[src/rtl/regfile_pkg.sv]
// +----------------------------------------------------------------------+
// | regfile_pkg: register-file geometry and writeback requester indices. |
// | Revision: 1.0                                                        |
// +----------------------------------------------------------------------+
`default_nettype none

package regfile_pkg;
  localparam int REG_COUNT = 8;
  localparam int DATA_W    = 8;
  localparam int ADDR_W    = 3;
  localparam int REQ_ALU   = 0;
  localparam int REQ_LOAD  = 1;
endpackage

`default_nettype wire

[src/rtl/rr_arb2.sv]
// +----------------------------------------------------------------------+
// | rr_arb2: two-request round-robin grant with last-granted register.  |
// | Revision: 1.0                                                        |
// +----------------------------------------------------------------------+
`default_nettype none

module rr_arb2
  import regfile_pkg::*;
(
  input  logic       CLK,
  input  logic       RESET,
  input  logic [1:0] req,
  input  logic       accept,
  output logic [1:0] gnt
);

  logic r_last;

  always_comb begin
    gnt = 2'b00;
    if (!RESET) begin
      case (req)
        2'b01:   gnt = 2'b01;
        2'b10:   gnt = 2'b10;
        // Contention goes to whoever was not served most recently.
        2'b11:   gnt = (r_last == 1'b1) ? 2'b01 : 2'b10;
        default: gnt = 2'b00;
      endcase
    end
  end

  always_ff @(posedge CLK) begin
    if (RESET) begin
      r_last <= 1'b1;
    end else if (accept) begin
      r_last <= gnt[REQ_LOAD];
    end
  end

endmodule

`default_nettype wire

[src/rtl/reg_write_arbiter.sv]
// +----------------------------------------------------------------------+
// | reg_write_arbiter: shares the register-file write port between the  |
// | ALU and load path; tracks pending writes for RAW hazard detection.  |
// | Revision: 1.0                                                        |
// +----------------------------------------------------------------------+
`default_nettype none

module reg_write_arbiter #(
  parameter int DATA_W = 8,
  parameter int ADDR_W = 3
) (
  input  logic                 CLK,
  input  logic                 RESET,
  input  logic                 REQ0_VALID,
  input  logic [ADDR_W-1:0]    REQ0_ADDR,
  input  logic [DATA_W-1:0]    REQ0_DATA,
  output logic                 REQ0_READY,
  input  logic                 REQ1_VALID,
  input  logic [ADDR_W-1:0]    REQ1_ADDR,
  input  logic [DATA_W-1:0]    REQ1_DATA,
  output logic                 REQ1_READY,
  output logic                 WRITE,
  output logic [ADDR_W-1:0]    INADDRESS,
  output logic [DATA_W-1:0]    IN,
  input  logic [ADDR_W-1:0]    RD1_ADDR,
  input  logic [ADDR_W-1:0]    RD2_ADDR,
  output logic                 HAZARD1,
  output logic                 HAZARD2,
  output logic [2**ADDR_W-1:0] BUSY
);

  import regfile_pkg::*;

  logic [1:0]          w_gnt;
  logic                w_xfer;
  logic [ADDR_W-1:0]   w_addr;
  logic [DATA_W-1:0]   w_data;
  logic [2**ADDR_W-1:0] w_busy_nxt;

  rr_arb2 u_arb (
    .CLK    (CLK),
    .RESET  (RESET),
    .req    ({REQ1_VALID, REQ0_VALID}),
    .accept (w_xfer),
    .gnt    (w_gnt)
  );

  assign REQ0_READY = w_gnt[REQ_ALU];
  assign REQ1_READY = w_gnt[REQ_LOAD];
  assign w_xfer     = (REQ0_VALID & REQ0_READY) | (REQ1_VALID & REQ1_READY);
  assign w_addr     = w_gnt[REQ_LOAD] ? REQ1_ADDR : REQ0_ADDR;
  assign w_data     = w_gnt[REQ_LOAD] ? REQ1_DATA : REQ0_DATA;

  // Commit clears first so a back-to-back write to the same register keeps it busy.
  always_comb begin
    w_busy_nxt = BUSY;
    if (WRITE) w_busy_nxt[INADDRESS] = 1'b0;
    if (w_xfer) w_busy_nxt[w_addr] = 1'b1;
  end

  assign HAZARD1 = BUSY[RD1_ADDR] | (w_xfer && (w_addr == RD1_ADDR));
  assign HAZARD2 = BUSY[RD2_ADDR] | (w_xfer && (w_addr == RD2_ADDR));

  always_ff @(posedge CLK) begin
    if (RESET) begin
      WRITE     <= 1'b0;
      INADDRESS <= '0;
      IN        <= '0;
      BUSY      <= '0;
    end else begin
      WRITE <= w_xfer;
      BUSY  <= w_busy_nxt;
      if (w_xfer) begin
        INADDRESS <= w_addr;
        IN        <= w_data;
      end
    end
  end

endmodule

`default_nettype wire

[config.mk]
export PLATFORM = sky130hd
export DESIGN_NAME = reg_write_arbiter
export DESIGN_NICKNAME = d
export VERILOG_FILES = /design/src/rtl/regfile_pkg.sv /design/src/rtl/rr_arb2.sv /design/src/rtl/reg_write_arbiter.sv
export SDC_FILE = /design/constraint.sdc
export NUM_CORES = 1
export LEC_CHECK = 0
export CAP_MARGIN = 5
export CORE_ASPECT_RATIO = 1.2
export CORE_MARGIN = 4
export CORE_UTILIZATION = 30
export DETAILED_ROUTE_END_ITERATION = 8
export GPL_TIMING_DRIVEN = 0
export PLACE_DENSITY_LB_ADDON = 0.15
export SYNTH_ARGS = -nofsm -noshare
export SYNTH_HDL_FRONTEND = slang
export SYNTH_SLANG_ARGS = --single-unit
[constraint.sdc]
create_clock -name CLK -period 1.8 [get_ports CLK]
set_input_delay 0.36 -clock CLK [delete_from_list [all_inputs] [get_ports CLK]]
set_output_delay 0.36 -clock CLK [all_outputs]
set_load 0.05 [all_outputs]
==> reports/results.tsv <==
metric	value	unit
status	finished with violations	
failed_checks	setup timing	
nets	241	
cellPowerDensity	660	nW/um^2
crit_family	compound AO/OA/AOI/OAI gates	
clockBufferDepth	2	
final_common_cell	clkdlybuf4s50_1	
finalClockSkew	0.0115	ns
htreeDepth	1	
worstHoldEndpoint	u_arb.r_last	
dr.pass1.iters	4	
whs	0.494	ns
routed_wl	3.92	mm
vias_per_cell	5.06	
combPwrFrac	0.361	
coreArea	3720	sq um
synth_compound_area_frac	0.230	
timing.rr.end	BUSY[1]	
crit_arrival	1.85	ns
track_usage	0.159	
synth_simple_gate_area_frac	0.242	
nFillCells	396	
syn-num-nets	173	
clk_latency	0.27	ns
fin_crit	2.21	ns
dr_total_vias	1315	
yosysSeqAreaShare	0.353	
crit_type	flip-flop to output pin	
crit_buf_inv	1	
max-cap-violations	0	
tritoncts	built	
r2r_start	u_arb.r_last	
drv_slew	0	
finalWorstSetupSlack	-0.406	ns
clkPwrFrac	0.242	
switching_share	0.352	
critPathMaxFanout	4	
synth_top_family_by_area	simple AND/OR/NAND/NOR gates	
synthXorXnorAreaFrac	0.0147	
grt-ovfl-total	0	
synth_adder_area_share	0	
grt_pass1_vias	1329	
irDropWorstVdd	0.611	mV
ant_nets	0	
drt_iter0_drc	52	
die_y	77.0	microns
rsz0062_at_grt	true	
finalSetupViolCount	2	
place.gp.congestion	0.811	
clkTransAtPathRegs	0.09	ns
max_slew_margin	0.653	
hold_path_class	primary input to flip-flop	
dp_hpwl	3.04	mm
cp_slowest_cell	dfxtp_4	
cts-root-buf	clkbuf_8	
min_path_cells	3	
final_cell_mix	28 x clkdlybuf4s50_1, 21 x nand2_1, 20 x dfxtp_1	
regArea	424	sq um
hold_violations	0	
wl_per_cell	15.1	microns
regToRegSetupSlack	0.02	ns
utilization	0.532	
cts_hold_buf	0	
cp_cell_sequence	a21bo_4, nor2_4, mux2_4, a41oi_2, a22oi_2, buf_6	
p_int	0.000845	W
grt_max_degree	13	
rows	24	
grt_pass1_wl	6.38	mm
yosysWarnings	0	
syn_inst	141	
tightest_slew	0.520	ns
ys_ff_latch	21	
fmax	0.453	GHz
hold_start	REQ1_VALID	
r2r_cells	7	
start_kind	flip-flop	
antenna_found_initial	0	
multi_input_area	793	sq um
drive_gt1_frac	0.183	
syn_area	1190	sq um
muxShareOfSynthArea	0.130	
boundaryPins	56	
cp_slowest_stage_delay	0.36	ns
critical_path.endpoint_type	output pin	
antenna_cells	0	
pre_cts_ws	-1.47	ns
cts_sinks	21	
ys_types	27	
die_w	65.5	microns
die-area	5050	sq um
period_share	1.23	
initial_core_util	0.320	
drc_errors	0	
critical_path_required	1.44	ns
port_buffers	55	
power_frac_seq	0.397	
syn_area_per_cell	8.45	sq um
cts_made_buffers	3	
p_leak	0.861	nW
power_switching	0.000460	W
area_delta_synth_final	66.2	%
==> repair_timing <==
| item | 4_1_cts | 5_1_grt |
|---|---|---|
| gates resized for setup | 53 | 11 |
| setup endpoints to repair | 25 | 13 |
| pin swaps | 6 | 4 |
| setup buffers | 7 | 1 |
==> tightest hold or removal path, stage by stage <==
cell and delay (ns):
clkdlybuf4s15_1 0.21, o21ai_0 0.09, nand2_1 0.07
==> Yosys cell counts (all sizes together) <==
library cell / instances / area [sq um]
dfxtp: 21 / 420
nand2: 21 / 78.8
nor2: 18 / 75.1
nand2b: 11 / 68.8
a21oi: 8 / 40.0
a311oi: 8 / 70.1
nand3: 8 / 40.0
o21ai: 7 / 35.0
a211oi: 5 / 37.5
clkbuf: 5 / 18.8
a22oi: 4 / 35.0
mux4: 4 / 90.1
mux2i: 3 / 42.5
a41oi: 2 / 17.5
buf: 2 / 10.0
inv: 2 / 7.51
mux2: 2 / 22.5
nand4: 2 / 12.5
o31ai: 2 / 15.0
xor2: 2 / 17.5
a21bo: 1 / 16.3
a21boi: 1 / 7.51
and2: 1 / 6.26
or2: 1 / 6.26
==> power by group through the flow <==
stage | clock network, W | logic, W | registers [W]
detailed placement | 0 | 0.000453 | 0.000530
global route | 0.000345 | 0.000502 | 0.000524
finish | 0.000315 | 0.000472 | 0.000518
CTS | 0.000327 | 0.000467 | 0.000520
global placement | 0 | 0.000448 | 0.000529
floorplan | 0 | 0.000167 | 0.000626
==> per-stage QoR <==
| step | cells | TNS (ns) | power (W) | area (sq um) |
|---|---|---|---|---|
| final | 260 | -0.805 | 0.00131 | 1980 |
| after global placement | 248 | -8.65 | 0.000977 | 1820 |
| after CTS | 259 | -0.843 | 0.00131 | 1940 |
| after global routing | 260 | -1.45 | 0.00137 | 1980 |
| after floorplan | 141 | -1.16 | 0.000793 | 1210 |
| after detailed placement | 248 | -9.31 | 0.000984 | 1820 |
==> registers in the layout, indices dropped and copies added, names as in the netlist <==
signal	flops
BUSY	8
WRITE	1
IN	8
u_arb.r_last	1
INADDRESS	3
==> per-layer routing <==
layer  vias up  track usage  share of wire
li1        646            -              -
met1       614        0.185           0.39
met2        47        0.282           0.53
met3         8       0.0424          0.058
met4         0       0.0436          0.016
met5         -            0              0
==> cell type report <==
class                      instances  area share
multi-input combinational        111       0.401
tap                               52      0.0329
buffer                             7      0.0171
inverter                           2     0.00379
clock inverter                     1     0.00253
sequential                        21       0.214
timing repair buffer              63       0.308
clock buffer                       3      0.0209
==> worst max-delay path by stage <==
stage	from	cells after the start	to	slack (ns)
after detailed placement	REQ1_VALID	7	HAZARD2	-1.47
after floorplan	REQ1_VALID	5	HAZARD2	-0.59
final	u_arb.r_last	6	HAZARD1	-0.41
after global placement	REQ1_VALID	7	HAZARD2	-1.44
after global routing	u_arb.r_last	6	HAZARD1	-0.51
after CTS	u_arb.r_last	6	HAZARD1	-0.44
==> logic make-up (layout without fill, tap and decap cells) <==
logic type	Yosys count	count (layout)
buf+inv	9	76
flops	21	21
simple gates	62	62
compound gates	38	38
mux	9	9
xor+xnor	2	2
Note: power is estimated with default switching activity, not from simulation.
